**config.mk**
```make
export PLATFORM = sky130hd
export DESIGN_NAME = mmac_operand_loader_flat
export DESIGN_NICKNAME = d
export VERILOG_FILES = /design/src/rtl/mmac_pkg.sv /design/src/rtl/mmac_operand_loader_if.sv /design/src/rtl/mmac_elem_packer.sv /design/src/rtl/mmac_operand_loader.sv /design/src/flat_wrapper.sv
export SDC_FILE = /design/constraint.sdc
export NUM_CORES = 1
export LEC_CHECK = 0
export CAP_MARGIN = 20
export CORE_UTILIZATION = 40
export CTS_CLUSTER_SIZE = 16
export DETAILED_ROUTE_END_ITERATION = 16
export DONT_BUFFER_PORTS = 1
export PLACE_DENSITY = 0.61
export SLEW_MARGIN = 25
export SYNTH_ARGS = -nofsm -noshare
export SYNTH_HDL_FRONTEND = slang
export SYNTH_SLANG_ARGS = --single-unit
export TNS_END_PERCENT = 1
```
**constraint.sdc**
```tcl
create_clock -name clock -period 1.8 [get_ports clock]
set_clock_uncertainty 0.2 [all_clocks]
set_input_delay 0.36 -clock clock [delete_from_list [all_inputs] [get_ports clock]]
set_output_delay 0.36 -clock clock [all_outputs]
set_load 0.1 [all_outputs]
```
**src/rtl/mmac_pkg.sv**
```systemverilog
// Shared MAC definitions: matrix geometry, loader FSM states and element packing offset.
package mmac_pkg;
    localparam int M_SIZE    = 4;
    localparam int VAR_WIDTH = 8;
    localparam int N_ELEMS   = M_SIZE * M_SIZE;
    localparam int MAT_WIDTH = N_ELEMS * VAR_WIDTH;

    typedef enum logic [1:0] {
        LOAD_A,
        LOAD_B,
        PRESENT
    } loader_state_e;

    // Element (0,0) occupies the MSBs of the packed matrix; row-major toward the LSBs.
    function automatic int unsigned slot_lsb(input int unsigned r, input int unsigned c);
        return (N_ELEMS - 1 - (r * M_SIZE + c)) * VAR_WIDTH;
    endfunction
endpackage

```
**src/rtl/mmac_operand_loader_if.sv**
```systemverilog
// Element stream in, packed operand pair out. slave = loader side, master = source/MAC side.
interface mmac_operand_loader_if #(
    parameter int VAR_WIDTH = 8,
    parameter int MAT_WIDTH = 128
);
    logic                 in_valid;
    logic                 in_ready;
    logic [VAR_WIDTH-1:0] in_data;
    logic                 in_last;
    logic                 out_valid;
    logic                 out_ready;
    logic [MAT_WIDTH-1:0] matrix_a;
    logic [MAT_WIDTH-1:0] matrix_b;

    modport slave (
        input  in_valid, in_data, in_last, out_ready,
        output in_ready, out_valid, matrix_a, matrix_b
    );

    modport master (
        output in_valid, in_data, in_last, out_ready,
        input  in_ready, out_valid, matrix_a, matrix_b
    );
endinterface

```
**src/rtl/mmac_elem_packer.sv**
```systemverilog
// One packed matrix register with a single indexed element write per cycle.
module mmac_elem_packer #(
    parameter int N_ELEMS   = 16,
    parameter int VAR_WIDTH = 8,
    parameter int IDX_W     = $clog2(N_ELEMS)
) (
    input  logic                         clock,
    input  logic                         reset,
    input  logic                         clear,
    input  logic                         we,
    input  logic [IDX_W-1:0]             slot,
    input  logic [VAR_WIDTH-1:0]         data,
    output logic [N_ELEMS*VAR_WIDTH-1:0] mat
);
    genvar gi;
    generate
        for (gi = 0; gi < N_ELEMS; gi++) begin : g_slot
            logic [VAR_WIDTH-1:0] elem_reg;

            always_ff @(posedge clock) begin
                if (!reset || clear) begin
                    elem_reg <= '0;
                end else if (we && slot == IDX_W'(gi)) begin
                    elem_reg <= data;
                end
            end

            assign mat[(N_ELEMS-1-gi)*VAR_WIDTH +: VAR_WIDTH] = elem_reg;
        end
    endgenerate
endmodule

```
**src/rtl/mmac_operand_loader.sv**
```systemverilog
// Assembles a serial A-then-B element stream into packed MAC operands.
// Optional: define MMAC_LOADER_TRANSPOSE_B_EN to accept B in column-major stream order.
module mmac_operand_loader
    import mmac_pkg::*;
#(
    parameter int M_SIZE    = mmac_pkg::M_SIZE,
    parameter int VAR_WIDTH = mmac_pkg::VAR_WIDTH
) (
    input  logic                    clock,
    input  logic                    reset,
    input  logic                    clear,
    mmac_operand_loader_if.slave    bus,
    output logic                    err_len
);
    localparam int N_ELEMS   = M_SIZE * M_SIZE;
    localparam int MAT_WIDTH = N_ELEMS * VAR_WIDTH;
    localparam int IDX_W     = $clog2(N_ELEMS);

    loader_state_e        state_reg, state_next;
    logic [IDX_W-1:0]     idx_reg, idx_next;
    logic                 err_len_reg, err_len_next;
    logic                 in_ready_int, xfer, last_pos, early_last;
    logic                 we_a, we_b;
    logic [IDX_W-1:0]     b_slot;
    logic [MAT_WIDTH-1:0] mat_a, mat_b;

    assign in_ready_int = reset && (state_reg == LOAD_A || state_reg == LOAD_B);
    assign xfer         = bus.in_valid && in_ready_int;
    assign last_pos     = (idx_reg == IDX_W'(N_ELEMS - 1));
    // in_last anywhere except the final B element truncates the frame.
    assign early_last   = bus.in_last && !(state_reg == LOAD_B && last_pos);
    assign we_a         = xfer && (state_reg == LOAD_A) && !early_last;
    assign we_b         = xfer && (state_reg == LOAD_B) && !early_last;

`ifdef MMAC_LOADER_TRANSPOSE_B_EN
    assign b_slot = IDX_W'((int'(idx_reg) % M_SIZE) * M_SIZE + int'(idx_reg) / M_SIZE);
`else
    assign b_slot = idx_reg;
`endif

    always_comb begin
        state_next   = state_reg;
        idx_next     = idx_reg;
        err_len_next = err_len_reg;
        case (state_reg)
            LOAD_A, LOAD_B: begin
                if (xfer) begin
                    if (early_last) begin
                        state_next   = LOAD_A;
                        idx_next     = '0;
                        err_len_next = 1'b1;
                    end else if (last_pos) begin
                        idx_next   = '0;
                        state_next = (state_reg == LOAD_A) ? LOAD_B : PRESENT;
                        if (state_reg == LOAD_B && !bus.in_last) begin
                            err_len_next = 1'b1;
                        end
                    end else begin
                        idx_next = idx_reg + 1'b1;
                    end
                end
            end
            PRESENT: begin
                if (bus.out_ready) begin
                    state_next = LOAD_A;
                    idx_next   = '0;
                end
            end
            default: begin
                state_next = LOAD_A;
                idx_next   = '0;
            end
        endcase
    end

    always_ff @(posedge clock) begin
        if (!reset || clear) begin
            state_reg   <= LOAD_A;
            idx_reg     <= '0;
            err_len_reg <= 1'b0;
        end else begin
            state_reg   <= state_next;
            idx_reg     <= idx_next;
            err_len_reg <= err_len_next;
        end
    end

    mmac_elem_packer #(.N_ELEMS(N_ELEMS), .VAR_WIDTH(VAR_WIDTH), .IDX_W(IDX_W)) u_pack_a (
        .clock (clock),
        .reset (reset),
        .clear (clear),
        .we    (we_a),
        .slot  (idx_reg),
        .data  (bus.in_data),
        .mat   (mat_a)
    );

    mmac_elem_packer #(.N_ELEMS(N_ELEMS), .VAR_WIDTH(VAR_WIDTH), .IDX_W(IDX_W)) u_pack_b (
        .clock (clock),
        .reset (reset),
        .clear (clear),
        .we    (we_b),
        .slot  (b_slot),
        .data  (bus.in_data),
        .mat   (mat_b)
    );

    assign bus.in_ready  = in_ready_int;
    assign bus.out_valid = (state_reg == PRESENT);
    assign bus.matrix_a  = mat_a;
    assign bus.matrix_b  = mat_b;
    assign err_len       = err_len_reg;
endmodule

```
**src/flat_wrapper.sv**
```systemverilog
// flat-port wrapper written by rule: the top's interface ports become plain ports
module mmac_operand_loader_flat import mmac_pkg::*;
#(
    parameter int M_SIZE    = mmac_pkg::M_SIZE,
    parameter int VAR_WIDTH = mmac_pkg::VAR_WIDTH
)
  (clock, reset, clear, err_len, bus_in_valid, bus_in_data, bus_in_last, bus_out_ready, bus_in_ready, bus_out_valid, bus_matrix_a, bus_matrix_b);
  mmac_operand_loader_if #(.VAR_WIDTH(VAR_WIDTH), .MAT_WIDTH(MAT_WIDTH)) bus_i ();
  input  logic clock;
  input  logic reset;
  input  logic clear;
  output logic err_len;
  input wire logic [$bits(bus_i.in_valid)-1:0] bus_in_valid;
  input wire logic [$bits(bus_i.in_data)-1:0] bus_in_data;
  input wire logic [$bits(bus_i.in_last)-1:0] bus_in_last;
  input wire logic [$bits(bus_i.out_ready)-1:0] bus_out_ready;
  output wire logic [$bits(bus_i.in_ready)-1:0] bus_in_ready;
  output wire logic [$bits(bus_i.out_valid)-1:0] bus_out_valid;
  output wire logic [$bits(bus_i.matrix_a)-1:0] bus_matrix_a;
  output wire logic [$bits(bus_i.matrix_b)-1:0] bus_matrix_b;
  assign bus_i.in_valid = bus_in_valid;
  assign bus_i.in_data = bus_in_data;
  assign bus_i.in_last = bus_in_last;
  assign bus_i.out_ready = bus_out_ready;
  assign bus_in_ready = bus_i.in_ready;
  assign bus_out_valid = bus_i.out_valid;
  assign bus_matrix_a = bus_i.matrix_a;
  assign bus_matrix_b = bus_i.matrix_b;
  mmac_operand_loader #(.M_SIZE(M_SIZE), .VAR_WIDTH(VAR_WIDTH)) u_core (.clock(clock), .reset(reset), .clear(clear), .bus(bus_i), .err_len(err_len));
endmodule
```
==> impl_metrics.tcl <==
set metrics [dict create \
    drv_cap 0 \
    clockRootBuffer "clkbuf_16" \
    avgSynthCellArea_sq_um 9.93 \
    finalNetCount 1316 \
    fmax_mhz 527 \
    hp-start "bus_in_data[0]" \
    antenna_found_initial 0 \
    antenna_left 0 \
    antennaDiodeCount 0 \
    violations "setup timing" \
    rsz0062_at_grt "yes" \
    route.detailed.drc 0 \
    cp_max_fo 3 \
    yosysWarnings 0 \
    drv_slew 0 \
    synth_ff_type "dfxtp_1" \
    fin_util_pct 55.6 \
    clock_latency_ns 0.54 \
    grt_util_all_layers_pct 23.1 \
    clk_pin_slew_ns 0.06 \
    nFillCells 2274 \
    synthTopCellsByCount "dfxtp_1, nand2_1, mux2i_1, a21oi_1, nand3_1" \
    ys_ff_latch 263 \
    area_delta_synth_final_pct 37.0 \
    worst_path_largest_cell_delay_ns 0.34 \
    clockBufferDepth 3 \
    routed_wl_um 31200 \
    dpl_worst_slack_ns -0.323 \
    multi_input_area_sq_um 4560 \
    relSlewSlack_pct 65.3 \
    yosysUniqueCellTypes 47 \
    htree_levels 1 \
    drtPass1Iterations 5 \
    core_area_sq_um 25100 \
    synthArstFlopShare_pct 0 \
    whs_ns 0.0119 \
    gp_congestion 0.819 \
    ys_top_cells_by_area "dfxtp_1, mux2i_1, nand2_1" \
    r2r_setup_slack_ns -0.06 \
    r2r-end "u_core.b_slot[0]" \
    dp_hpwl_um 20700 \
    routed_via_density 5.13 \
    period_share_pct 105 \
    yosysMostFrequentCell "dfxtp_1" \
    synth_fp_nets 1044 \
    die_w_um 162 \
    synth_top_cell_by_area "dfxtp_1" \
    path_common_cell "buf_12" \
    crit_arrival_ns 1.34 \
    fin_crit_ns 1.90 \
    tightest_slew_ns 0.519 \
    synthCells 1026 \
    dieArea_sq_um 26100 \
    drive_gt1_share_pct 32.6 \
    cts_tree "yes" \
    initial_utilization_pct 40.6 \
    rows 58 \
    clock-sinks 263 \
    overflow 0 \
    drt-initial-drc-count 756 \
    ios 273 \
    finalWorstSetupSlack_ns -0.0958 \
    timing.final.hold_violations 0 \
    wire_per_inst_um 19.0 \
    seqCellArea_sq_um 5270 \
    critical_path_class "flop to output pin" \
    p_per_area_nw_per_um2 846 \
    crit_family "flip-flops" \
    synth_top_area_share_pct 51.7 \
    min_path_cells 3 \
    final.setup.tns_ns -0.617 \
    worstSetupEndpointType "output pin" \
    synth_edf_count 0 \
    total_power_uw 11800 \
    cts-buffers-inserted 28 \
    die_h_um 162 \
    cp.required_ns 1.24 \
    peakVddDrop_v 0.000669 \
    path_cells "buf_12 > nor2b_2 > buf_12" \
    hold_end "u_core.u_pack_b.g_slot[13].elem_reg[0]" \
    setup_viol 22 \
    rr_worst_depth 6 \
    grt_pass1_wl_um 47100 \
    hold_path_class "input pin to flop" \
    reg2reg_from "u_core.state_reg[1]" \
    portBuffers 0 \
    cpMaxStageDelayCell "dfxtp_2" \
    status "finished, violations left" \
    p_leak_uw 0.00689 \
    startpoint_type "flop" \
    synth_area_sq_um 10200 \
    first_global_vias 7974 \
    grt_max_degree 50 \
    seq_area_frac_synth_pct 51.7 \
    crit_buf_inv 2 \
    num_vias 8433 \
]
[stage by stage]
stage	area, sq um	instances
2_1_floorplan	10200	1026
3_5_place_dp	12700	1582
3_3_place_gp	12700	1582
6_report	14000	1644
4_1_cts	13900	1644
5_1_grt	14000	1644
[how the worst max path moves through the flow]
stage,start,end,slack (ns),cells past startpoint
after floorplan,reset,bus_in_ready,-0.11,2
after global placement,u_core.b_slot[1],u_core.u_pack_b.g_slot[0].elem_reg[4],-0.26,5
final,u_core.state_reg[1],bus_in_ready,-0.1,3
after detailed placement,u_core.b_slot[1],u_core.u_pack_b.g_slot[0].elem_reg[4],-0.32,5
after global routing,u_core.state_reg[1],bus_in_ready,-0.14,3
after CTS,u_core.state_reg[1],bus_out_valid,-0.12,3
[power breakdown]
| group | internal (uW) | total [uW] | switching [uW] |
|---|---|---|---|
| clock | 3280 | 5590 | 2320 |
| sequential | 5820 | 5830 | 1.32 |
| combinational | 99.1 | 385 | 286 |
| total | 9200 | 11800 | 2610 |
[per-layer routing]
layer  track usage (%)  routed length, um  vias up
met5                 0                  0        -
met1              29.9              13200     4027
met3              6.63               2820       39
li1                  -                  -     4038
met4              5.27                528        0
met2              38.1              14600      329
[repair_timing]
action                     4_1_cts  5_1_grt
pin swaps                        4        6
setup endpoints to repair      113      230
cloned                           1        0
resized for setup               21       32
hold endpoints to repair        69        0
buffers inserted                 4        0
hold buffers                    11        0
[layout by cell type (no fill, tap or decap), types with 3 or more instances in the layout]
master         count
nand3_2            4
a21oi_2            4
dfxtp_2            4
buf_6             13
dfxtp_1          259
or4b_4             3
buf_12            13
mux2i_1          200
nand2_4           12
inv_1              4
nand2_2            3
nor4b_4            3
dlygate4sd3_1     11
buf_4            299
o21ai_1           27
ha_1               3
clkbuf_1           3
o21ai_0           28
and4b_1            3
nand2_1          211
a21oi_1           59
clkbuf_8          11
clkbuf_16         28
nand4_4            3
o21ai_2            6
nand3_1           58
[final cells by class]
cell class	instances	area share [%]
tap	330	2.96
inverter	4	0.108
clock inverter	4	0.251
clock buffer	42	6.19
timing repair buffer	337	20.0
sequential	263	37.8
multi-input combinational	664	32.7
[worst register-to-register path, cell delays in order, from the launching register on]
cell	delay, ns
dfxtp_2	0.34
buf_12	0.12
buf_4	0.19
nor3b_1	0.15
buf_4	0.14
or4b_1	0.48
a21oi_2	0.16
[logic make-up (layout without fill, tap and decap cells)]
family,after synthesis,count (layout),synth area share (%)
compound gates,128,128,6.60
xor+xnor,1,1,0.0860
fa+ha+maj,4,4,0.491
buf+inv,99,387,4.87
flops,263,263,51.7
mux,200,200,19.7
simple gates,331,331,16.6
No activity file was read; power rests on OpenSTA's default activity.
